$ cat config.mk
export PLATFORM = sky130hd
export DESIGN_NAME = rule_conf_arb
export DESIGN_NICKNAME = d
export VERILOG_FILES = /design/src/rtl/rule_conf_arb_pkg.sv /design/src/rtl/rule_conf_arb_rr_arb2.sv /design/src/rtl/rule_conf_arb.sv
export SDC_FILE = /design/constraint.sdc
export NUM_CORES = 1
export LEC_CHECK = 0
export ABC_AREA = 1
export CAP_MARGIN = 20
export CORE_MARGIN = 8
export CORE_UTILIZATION = 48
export CTS_BUF_LIST = sky130_fd_sc_hd__clkbuf_16
export DETAILED_ROUTE_END_ITERATION = 8
export PLACE_DENSITY = 0.87
export SETUP_SLACK_MARGIN = 0.3
export SYNTH_ARGS = -nofsm -noshare
export SYNTH_HDL_FRONTEND = slang
export SYNTH_HIERARCHICAL = 1
export SYNTH_SLANG_ARGS = --single-unit
$ cat constraint.sdc
create_clock -name i_clk -period 9.84 [get_ports i_clk]
set_input_delay 1.968 -clock i_clk [delete_from_list [all_inputs] [get_ports i_clk]]
set_output_delay 1.968 -clock i_clk [all_outputs]
set_load 0.05 [all_outputs]
$ cat src/rtl/rule_conf_arb_pkg.sv
// Shared parser definitions: configuration sub-target codes carried in
// addr[10:8], the highest legal code, and the arbiter FSM state encoding.
package rule_conf_arb_pkg;

  // Sub-target selected by addr[10:8] of a configuration beat.
  typedef enum logic [2:0] {
    SUB_RULE           = 3'd0,
    SUB_TYPE_DATA_MASK = 3'd1,
    SUB_TYPE_OFFSET    = 3'd2,
    SUB_KEY_OFFSET     = 3'd3,
    SUB_HEAD_SHIFT     = 3'd4,
    SUB_META_SHIFT     = 3'd5
  } sub_target_e;

  // Codes above this value address nothing and are dropped.
  localparam logic [2:0] MAX_LEGAL_CODE = 3'd5;

  // Width of the mid-burst idle counter; covers the full TIMEOUT_CYC range.
  localparam int IDLE_CNT_W = 16;

  // Arbiter FSM: waiting for a requester, or locked to one for a burst.
  typedef enum logic {
    ST_IDLE  = 1'b0,
    ST_BURST = 1'b1
  } state_e;

  // True when the beat address selects an existing sub-target.
  function automatic logic addr_is_legal(input logic [31:0] addr);
    return addr[10:8] <= MAX_LEGAL_CODE;
  endfunction

endpackage

$ cat src/rtl/rule_conf_arb_rr_arb2.sv
// Two-way round-robin picker: with a single request it grants that one,
// with both requesting it grants the requester named by rr_i.
module rr_arb2 (
  input  logic [1:0] req_i,
  input  logic       rr_i,
  output logic       any_o,
  output logic       gnt_o
);

  // Pure combinational pick; the caller samples gnt_o only when any_o is high.
  always_comb begin
    any_o = |req_i;
    gnt_o = 1'b0;
    if (req_i == 2'b11) begin
      gnt_o = rr_i;
    end else if (req_i[1]) begin
      gnt_o = 1'b1;
    end
  end

endmodule

$ cat src/rtl/rule_conf_arb.sv
// Configuration-write arbiter. Two requesters (0 = host CPU, 1 = boot
// loader) send bursts of configuration beats; one burst at a time is
// forwarded to the rule configuration block as registered write strobes.
// A burst ends on its last beat or after TIMEOUT_CYC-1 beat-less cycles.
//
// Handshake: a beat transfers on a cycle where i_req_valid[g] and
// o_req_ready[g] are both high; ready depends only on registered state
// (never on valid), only the granted requester ever sees ready, and a
// transferred beat appears on o_rule_* exactly one cycle later.
module rule_conf_arb
  import rule_conf_arb_pkg::*;
#(
  parameter int TIMEOUT_CYC = 64,
  parameter int CNT_WIDTH   = 16
) (
  input  logic                 i_clk,
  input  logic                 i_rst,
  input  logic [1:0]           i_req_valid,
  input  logic [1:0][31:0]     i_req_wdata,
  input  logic [1:0][31:0]     i_req_addr,
  input  logic [1:0]           i_req_last,
  output logic [1:0]           o_req_ready,
  output logic                 o_rule_wren,
  output logic [31:0]          o_rule_wdata,
  output logic [31:0]          o_rule_addr,
  output logic                 o_busy,
  output logic                 o_grant,
  output logic [CNT_WIDTH-1:0] o_drop_cnt,
  output logic [CNT_WIDTH-1:0] o_abort_cnt
);

  // Idle count at which one more empty cycle reaches TIMEOUT_CYC-1.
  localparam logic [IDLE_CNT_W-1:0] IDLE_LIMIT = IDLE_CNT_W'(TIMEOUT_CYC - 2);

  state_e                 state_q, state_d;
  logic                   grant_q, grant_d;
  logic                   rr_q, rr_d;
  logic [IDLE_CNT_W-1:0]  idle_cnt_q, idle_cnt_d;
  logic                   wren_q, wren_d;
  logic [31:0]            wdata_q, wdata_d;
  logic [31:0]            addr_q, addr_d;
  logic [CNT_WIDTH-1:0]   drop_cnt_q, drop_cnt_d;
  logic [CNT_WIDTH-1:0]   abort_cnt_q, abort_cnt_d;

  logic                   arb_any;
  logic                   arb_gnt;
  logic                   in_burst;
  logic                   beat_acc;
  logic                   beat_last;
  logic [31:0]            beat_addr;
  logic [31:0]            beat_data;
  logic                   beat_legal;
  logic                   timeout_hit;

  rr_arb2 u_rr_arb2 (
    .req_i (i_req_valid),
    .rr_i  (rr_q),
    .any_o (arb_any),
    .gnt_o (arb_gnt)
  );

  // Beat qualification for the requester that currently owns the burst.
  always_comb begin
    in_burst    = (state_q == ST_BURST);
    beat_acc    = in_burst && i_req_valid[grant_q];
    beat_last   = i_req_last[grant_q];
    beat_addr   = i_req_addr[grant_q];
    beat_data   = i_req_wdata[grant_q];
    beat_legal  = addr_is_legal(beat_addr);
    // A beat on the would-be timeout cycle wins: timeout needs no acceptance.
    timeout_hit = in_burst && !beat_acc && (idle_cnt_q == IDLE_LIMIT);
  end

  // Next-state logic for the FSM, round-robin pointer and idle counter.
  always_comb begin
    state_d     = state_q;
    grant_d     = grant_q;
    rr_d        = rr_q;
    idle_cnt_d  = idle_cnt_q;
    abort_cnt_d = abort_cnt_q;
    case (state_q)
      ST_IDLE: begin
        if (arb_any) begin
          state_d    = ST_BURST;
          grant_d    = arb_gnt;
          idle_cnt_d = '0;
        end
      end
      ST_BURST: begin
        if (beat_acc) begin
          idle_cnt_d = '0;
          if (beat_last) begin
            state_d = ST_IDLE;
            rr_d    = ~grant_q;
          end
        end else if (timeout_hit) begin
          state_d    = ST_IDLE;
          rr_d       = ~grant_q;
          idle_cnt_d = '0;
          if (abort_cnt_q != '1) begin
            abort_cnt_d = abort_cnt_q + CNT_WIDTH'(1);
          end
        end else begin
          idle_cnt_d = idle_cnt_q + IDLE_CNT_W'(1);
        end
      end
      default: begin
        state_d = ST_IDLE;
      end
    endcase
  end

  // Write-path next state: register accepted beats, count illegal ones.
  always_comb begin
    wren_d     = beat_acc && beat_legal;
    wdata_d    = wdata_q;
    addr_d     = addr_q;
    drop_cnt_d = drop_cnt_q;
    if (beat_acc) begin
      wdata_d = beat_data;
      addr_d  = beat_addr;
      if (!beat_legal && (drop_cnt_q != '1)) begin
        drop_cnt_d = drop_cnt_q + CNT_WIDTH'(1);
      end
    end
  end

  // State registers; reset clears everything, including a pending write.
  always_ff @(posedge i_clk or posedge i_rst) begin
    if (i_rst) begin
      state_q     <= ST_IDLE;
      grant_q     <= 1'b0;
      rr_q        <= 1'b0;
      idle_cnt_q  <= '0;
      wren_q      <= 1'b0;
      wdata_q     <= '0;
      addr_q      <= '0;
      drop_cnt_q  <= '0;
      abort_cnt_q <= '0;
    end else begin
      state_q     <= state_d;
      grant_q     <= grant_d;
      rr_q        <= rr_d;
      idle_cnt_q  <= idle_cnt_d;
      wren_q      <= wren_d;
      wdata_q     <= wdata_d;
      addr_q      <= addr_d;
      drop_cnt_q  <= drop_cnt_d;
      abort_cnt_q <= abort_cnt_d;
    end
  end

  // Outputs come straight from registers; ready goes to the owner only.
  always_comb begin
    o_req_ready  = 2'b00;
    o_req_ready[grant_q] = in_burst;
    o_rule_wren  = wren_q;
    o_rule_wdata = wdata_q;
    o_rule_addr  = addr_q;
    o_busy       = in_burst;
    o_grant      = grant_q;
    o_drop_cnt   = drop_cnt_q;
    o_abort_cnt  = abort_cnt_q;
  end

endmodule

==> results of run 1 <==
final cells by class:
cell class	instances	area share [%]
Tap cell	172	2.39
Sequential cell	116	32.2
Timing Repair Buffer	238	26.3
Clock buffer	17	4.72
Inverter	36	1.57
Clock inverter	15	1.90
Multi-Input combinational cell	615	30.9
synth_stat cells (3+ instances only):
cell / count
nand2_1: 331
nor2_1: 119
dfrtp_1: 116
a31oi_1: 64
inv_1: 32
nand3_1: 20
o21ai_0: 18
xnor2_1: 15
clkbuf_1: 13
xor2_1: 12
buf_2: 10
nand4_1: 8
buf_4: 7
ha_1: 4
nand2_2: 4
nor2_2: 4
nor3_1: 4
a21oi_1: 3
inv_2: 3
path summary, 6_finish.rpt:
| path | cells past startpoint | slack, ns | start | to |
|---|---|---|---|---|
| setup / recovery | 4 | 5.19 | o_grant | o_req_ready[1] |
| hold / removal | 2 | 0.48 | rr_q | rr_q |
| setup reg to reg | 9 | 6.37 | o_grant | o_rule_wdata[4] |
| hold reg to reg | 2 | 0.48 | rr_q | rr_q |
| max in group asynchronous | 3 | 6.52 | i_rst | o_grant |
| min in group asynchronous | 2 | 2.07 | i_rst | o_rule_wdata[31] |
critical path, stage by stage (launching register included):
cell and delay [ns]:
dfrtp_2 0.81, buf_4 0.48, nand2_1 0.09, inv_1 0.06, clkdlybuf4s50_1 0.79
layer usage:
| metal | part of all wire (%) | GRT usage (%) |
|---|---|---|
| met1 | 41 | 29.4 |
| met2 | 48 | 41.0 |
| met3 | 7.0 | 7.20 |
| met4 | 4.3 | 13.5 |
| met5 | 0 | 0 |
layout by cell type, fill, tap and decap left out, drive strengths merged, types with 2 or more instances in the layout:
master,n
a21oi,3
o21ai,19
ha,4
nand2,335
clkinv,9
xor2,12
dfrtp,116
nand4,8
bufinv,4
nand3,22
clkdlybuf4s50,234
clkbuf,17
buf,4
a31oi,64
xnor2,15
nor2,125
o21bai,2
nor3,4
inv,37
sequential cells by signal, summed over array words and instances (netlist names):
| signal | flops |
|---|---|
| rr_q | 1 |
| o_rule_wdata | 32 |
| idle_cnt_q | 16 |
| o_abort_cnt | 16 |
| o_drop_cnt | 16 |
| o_grant | 1 |
| o_busy | 1 |
| o_rule_addr | 32 |
| o_rule_wren | 1 |
kinds of logic (layout without fill, tap and decap cells):
group,after synthesis,in the layout,share of synthesized area (%)
buffers and inverters,69,306,5.25
adder cells (fa/ha/maj),4,4,0.833
XOR/XNOR,27,27,3.94
flip-flops,116,116,48.3
AND/OR/NAND/NOR,496,496,32.7
AO/OA/AOI/OAI,88,88,8.94
metrics by stage:
step	hold WS (ns)	setup WS, ns	std cells
2_1_floorplan	0.442	4.80	800
3_3_place_gp	0.463	5.50	1177
3_5_place_dp	0.467	5.29	1177
4_1_cts	0.479	5.17	1209
5_1_grt	0.494	5.05	1209
6_report	0.476	5.19	1209
power by group through the flow:
stage	Sequential, mW	Clock (mW)	Combinational [mW]
after global routing	0.776	0.661	1.50
after floorplan	1.23	0	0.449
after global placement	0.758	0	1.39
after detailed placement	0.761	0	1.42
after CTS	0.756	0.636	1.43
final	0.757	0.626	1.42
==> summary.txt, run 1 <==
Status
  • Status: complete, no violations

Pwr
  • Net Switching: 1.31 mW
  • Flop pwr share: 27.0%
  • Pint: around 1.5 mW
  • Logic pwr share: 50.6%
  • Sw frac: 46.6%
  • Clock share of power: roughly 22%
  • Pleak: 3.96 nW
  • P per Cell Area: 311 nW/um2
  • Max VDD drop: ~0.00035 V
  • Total power: about 2.8 mW

CTS
  • Hold buffers post-CTS: 0
  • CTS tree: built
  • Setup bufs post-CTS: 0
  • CTS buffer count: 17
  • CTS Sinks: 116
  • Worst-path clk slew: ~0.05 ns
  • Clock tree buffer depth: 2
  • H-tree depth: 4
  • CTS Root Cell: clkbuf_16
  • Clock Latency Late Sink: between 0.4 and 0.5 ns
  • Gates resized, CTS repair: 0

GRT
  • Overflow after GRT: 0
  • First-pass GRT wire length: 31600 um
  • Vias in the first global route: 6108
  • Tot GR Track Use: 25.1%
  • Initial antenna violation count: 0
  • Largest net degree at the start of global routing: 72

Finish
  • Area occupied by multi-input gates: 2790 um2
  • Diode count: 0
  • Final Net Count: 1162
  • Fillers: between 900 and 1000
  • Area delta synth->final: 50.1%
  • Register Area: 2900 um2
  • Finished Core Util: 72.6%
  • Share of layout cells above drive strength 1: slightly below 5%
  • Finished Cell Area: 9020 um2

Logic synthesis
  • Syn_nets: 938
  • Syn Inst Count: 800
  • Post-synth EDFFs: 0
  • Mapped cell area: roughly 6000 um2
  • Register area share after synthesis: 48.3%
  • Post-synthesis cell type count: 28
  • Average size of a mapped cell: about 7.5 um2
  • Most used flip-flop cell after synthesis: dfrtp_1
  • Post-synth top area share: slightly below 50%
  • Ys async rst share: 100%
  • Largest cells by area after synthesis: dfrtp_1, nand2_1, nor2_1
  • Post-synth top area cell: dfrtp_1
  • #FFs+latches synth: 116
  • YS warnings: 6

Floorplanning
  • Die X: 128 um
  • Core area: 12400 um2
  • Initial Util: a little under 50%
  • Rows: 41
  • Die Ht: roughly 130 um
  • Num ports: 235
  • Die ar.: 16400 um2

STA
  • Layout Skew: 0.00691 ns
  • RSZ-0062 raised after global routing: no
  • Period utilization: a little under half
  • Final Hold Fails: 0
  • Slew @ Worst Pin: 0.966 ns
  • Setup TNS: 0 ns
  • Worst slew margin: a little over a third
  • Slew Limit Fails: 0
  • Crit path time final: 4.65 ns
  • Setup-failing EPs final: 0
  • Max Clk Rate: 215 MHz

Flow run
  • Max-cap violations: 0

Placed design
  • Post-DP HPWL: ~15000 um
  • Cell Area, Placed: 8420 um2
  • IO Port Bufs: 234
  • Gp weighted congestion: 0.905

Detailed routing
  • Routed vias: ~6300
  • Final Routed Wirelength: 20500 um
  • Final ANT Viol Nets: 0
  • Drt first pass iters: 5
  • Via density: 5.18
  • Initial DRC count: 392
  • DRC errors left: 0
  • Wire length per cell: 17.0 um

Hold path
  • Min-delay worst type: reg -> reg

Critical path
  • Crit. End Element: primary output
  • Data required, critical path: 7.87 ns
  • Crit path arrival time: roughly 2.7 ns
  • Largest fanout on the critical path: 37
  • CP Class: reg -> out
  • CP Launch Type: register
No activity file was read; power rests on OpenSTA's default activity.
==> inputs of run 2 (changes only) <==
--- a/config.mk
+++ b/config.mk
@@ -8,10 +8,10 @@
 export ABC_AREA = 1
 export CAP_MARGIN = 20
 export CORE_MARGIN = 8
-export CORE_UTILIZATION = 48
+export CORE_UTILIZATION = 44
 export CTS_BUF_LIST = sky130_fd_sc_hd__clkbuf_16
 export DETAILED_ROUTE_END_ITERATION = 8
-export PLACE_DENSITY = 0.87
+export PLACE_DENSITY = 0.81
 export SETUP_SLACK_MARGIN = 0.3
 export SYNTH_ARGS = -nofsm -noshare
 export SYNTH_HDL_FRONTEND = slang
==> constraint.sdc (replaced) <==
create_clock -name i_clk -period 4.7 [get_ports i_clk]
set_input_delay 0.94 -clock i_clk [delete_from_list [all_inputs] [get_ports i_clk]]
set_output_delay 0.94 -clock i_clk [all_outputs]
set_load 0.05 [all_outputs]
==> run 2 against run 1 <==
Against the previous run: core utilization down 5.3 points; via count down 1.9%; sequential share of layout area increased by 0.23 points; combinational power rose by 110%; die area is 7.9% higher; hold slack better by 0.0031 ns; clock power up 73%; worst setup slack got worse by 3.4 ns; highest routed layer unchanged.
==> summary.txt, run 2 (synthesis results as in run 1) <==
Status
  • Status: complete, no violations (unchanged)

Detailed routing
  • Drt first pass iters: 6 (was 5)
  • Via density: 5.06 (was 5.18)
  • DRC errors left: 0 (unchanged)
  • Initial DRC count: 462 (was 392)
  • Routed vias: 6142 (was 6261)
  • Final Routed Wirelength: 19900 um (was 20500 um)
  • Final ANT Viol Nets: 0 (unchanged)
  • Wire length per cell: 16.4 um (was 17.0 um)

Critical path
  • CP max stage cell: clkdlybuf4s50_1 (was dfrtp_2)
  • CP Class: reg -> out (unchanged)
  • R2r startpoint: o_grant (unchanged)
  • Crit path arrival time: 1.97 ns (was 2.68 ns)
  • Worst-path cell chain: inv_1, nor2_1, clkdlybuf4s50_1 (was buf_4, nand2_1, inv_1, clkdlybuf4s50_1)
  • Critical path origin: o_busy (was o_grant)
  • Data required, critical path: 3.76 ns (was 7.87 ns)
  • Crit. End Element: primary output (unchanged)
  • Largest fanout on the critical path: 8 (was 37)
  • CP Launch Type: register (unchanged)
  • CP peak stage delay: 0.81 ns (about the same)

CTS
  • CTS tree: built (unchanged)
  • H-tree depth: 4 (unchanged)
  • Hold buffers post-CTS: 0 (unchanged)
  • CTS buffer count: 17 (unchanged)
  • CTS Sinks: 116 (unchanged)
  • Setup bufs post-CTS: 0 (unchanged)
  • Gates resized, CTS repair: 0 (unchanged)
  • CTS Root Cell: clkbuf_16 (unchanged)
  • Clock tree buffer depth: 2 (unchanged)
  • Clock Latency Late Sink: 0.41 ns (about the same)
  • Worst-path clk slew: 0.05 ns (about the same)

STA
  • Layout Skew: 0.00807 ns (was 0.00691 ns)
  • Setup TNS: 0 ns (unchanged)
  • RSZ-0062 raised after global routing: no (unchanged)
  • Slew Limit Fails: 0 (unchanged)
  • Setup-failing EPs final: 0 (unchanged)
  • Max Clk Rate: 344 MHz
  • Worst slew margin: 37.4% (was 35.4%)
  • Final Hold Fails: 0 (unchanged)
  • Period utilization: 61.8%
  • Slew @ Worst Pin: 0.935 ns (was 0.966 ns)
  • Crit path time final: 2.91 ns

GRT
  • Overflow after GRT: 0 (unchanged)
  • First-pass GRT wire length: 31200 um (was 31600 um)
  • Vias in the first global route: 5778 (was 6108)
  • Largest net degree at the start of global routing: 125 (was 72)
  • Tot GR Track Use: 22.2% (was 25.1%)
  • Initial antenna violation count: 0 (unchanged)

Finish
  • Post-Layout Cell Count: 1214 (was 1209)
  • Area delta synth->final: 49.1% (was 50.1%)
  • Final Net Count: 1163 (was 1162)
  • Diode count: 0 (unchanged)
  • Area occupied by multi-input gates: 2790 um2 (unchanged)
  • Finished Core Util: 67.3% (was 72.6%)
  • Commonest non-fill, non-tap cell in the layout: nand2_1 (unchanged)
  • Most frequent cells in the layout: nand2_1, clkdlybuf4s50_1, nor2_1, dfrtp_1, a31oi_1 (unchanged)
  • Share of layout cells above drive strength 1: 4.34% (was 4.82%)
  • Register Area: 2900 um2 (unchanged)
  • Fillers: 1142 (was 934)

Pwr
  • Total power: 5.61 mW (was 2.80 mW)
  • Pint: 2.93 mW (was 1.50 mW)
  • Pleak: 3.94 nW (was 3.96 nW)
  • Max VDD drop: 0.000368 V (was 0.000351 V)
  • Flop pwr share: 27.5% (was 27.0%)
  • Clock share of power: 19.2% (was 22.4%)
  • P per Cell Area: 627 nW/um2 (was 311 nW/um2)
  • Sw frac: 47.8% (was 46.6%)
  • Logic pwr share: 53.3% (was 50.6%)
  • Net Switching: 2.69 mW (was 1.31 mW)

Placed design
  • IO Port Bufs: 234 (unchanged)
  • Post-DP HPWL: 14400 um (was 15100 um)
  • Gp weighted congestion: 0.863 (was 0.905)
  • Placed cell count: 1181 (was 1177)

Hold path
  • Worst hold start: rr_q (unchanged)
  • Min-delay worst type: reg -> reg (unchanged)

Floorplanning
  • Initial Util: 45.2% (was 48.4%)
  • Num ports: 235 (unchanged)
  • Rows: 42 (was 41)
  • Die ar.: 17600 um2 (was 16400 um2)
  • Die X: 133 um (was 128 um)
  • Core area: 13300 um2 (was 12400 um2)
  • Die Ht: 133 um (was 128 um)

Flow run
  • Max-cap violations: 0 (unchanged)
## run 2: cell count changes in the layout (fill, tap and decap cells not counted)
| cell | change |
|---|---|
| buf_4 | -1 |
| clkinv_1 | +2 |
| clkinvlp_4 | -1 |
| buf_12 | +1 |
| clkinv_2 | -1 |
| inv_1 | +4 |
| bufinv_16 | -4 |
| buf_16 | +1 |
## run 2: worst paths after layout
kind	end	slack (ns)	depth (start not counted)
setup reg to reg	o_drop_cnt[7]	2.37	10
hold reg to reg	rr_q	0.48	2
setup / recovery	o_req_ready[0]	1.79	3
max in group asynchronous	o_rule_wdata[2]	2.81	3
min in group asynchronous	o_rule_addr[13]	1.10	2
hold / removal	rr_q	0.48	2
## run 2: area by class of cell
class,count,area share [%]
clock inverter,15,0.685
timing repair buffer,239,26.9
clock buffer,17,4.75
tap,176,2.46
sequential,116,32.4
inverter,36,1.58
multi-input combinational,615,31.1
## run 2: layer usage
| metal | global-route usage [%] | up-vias | part of all wire [%] |
|---|---|---|---|
| met3 | 5.98 | 40 | 7.3 |
| met4 | 10.4 | 0 | 3.0 |
| met2 | 35.5 | 213 | 48 |
| met1 | 27.4 | 2868 | 42 |
| met5 | 0 | - | 0 |
| li1 | - | 3021 | - |
## run 2: worst max-delay path: cells and delay by family (launching register included)
kind | cells | cell delay [ns]
AND/OR/NAND/NOR | 1 | 0.10
buffers and inverters | 2 | 0.95
flip-flops | 1 | 0.51
## run 2: stage by stage
| step | hold WS, ns | setup WS (ns) | cell area [um2] |
|---|---|---|---|
| 5_1_grt | 0.511 | 1.68 | 8950 |
| 4_1_cts | 0.485 | 1.75 | 8930 |
| 3_3_place_gp | 0.463 | 1.55 | 8440 |
| 3_5_place_dp | 0.473 | 1.45 | 8440 |
| 6_report | 0.479 | 1.79 | 8950 |
| 2_1_floorplan | 0.442 | 0.688 | 6010 |
## run 2: power by group through the flow
stage	Sequential, mW	Clock [mW]	Combinational (mW)
after global routing	1.59	1.14	3.18
after global placement	1.55	0	2.95
after detailed placement	1.56	0	2.99
after CTS	1.54	1.09	3.00
after floorplan	2.58	0	0.941
final	1.54	1.08	2.99
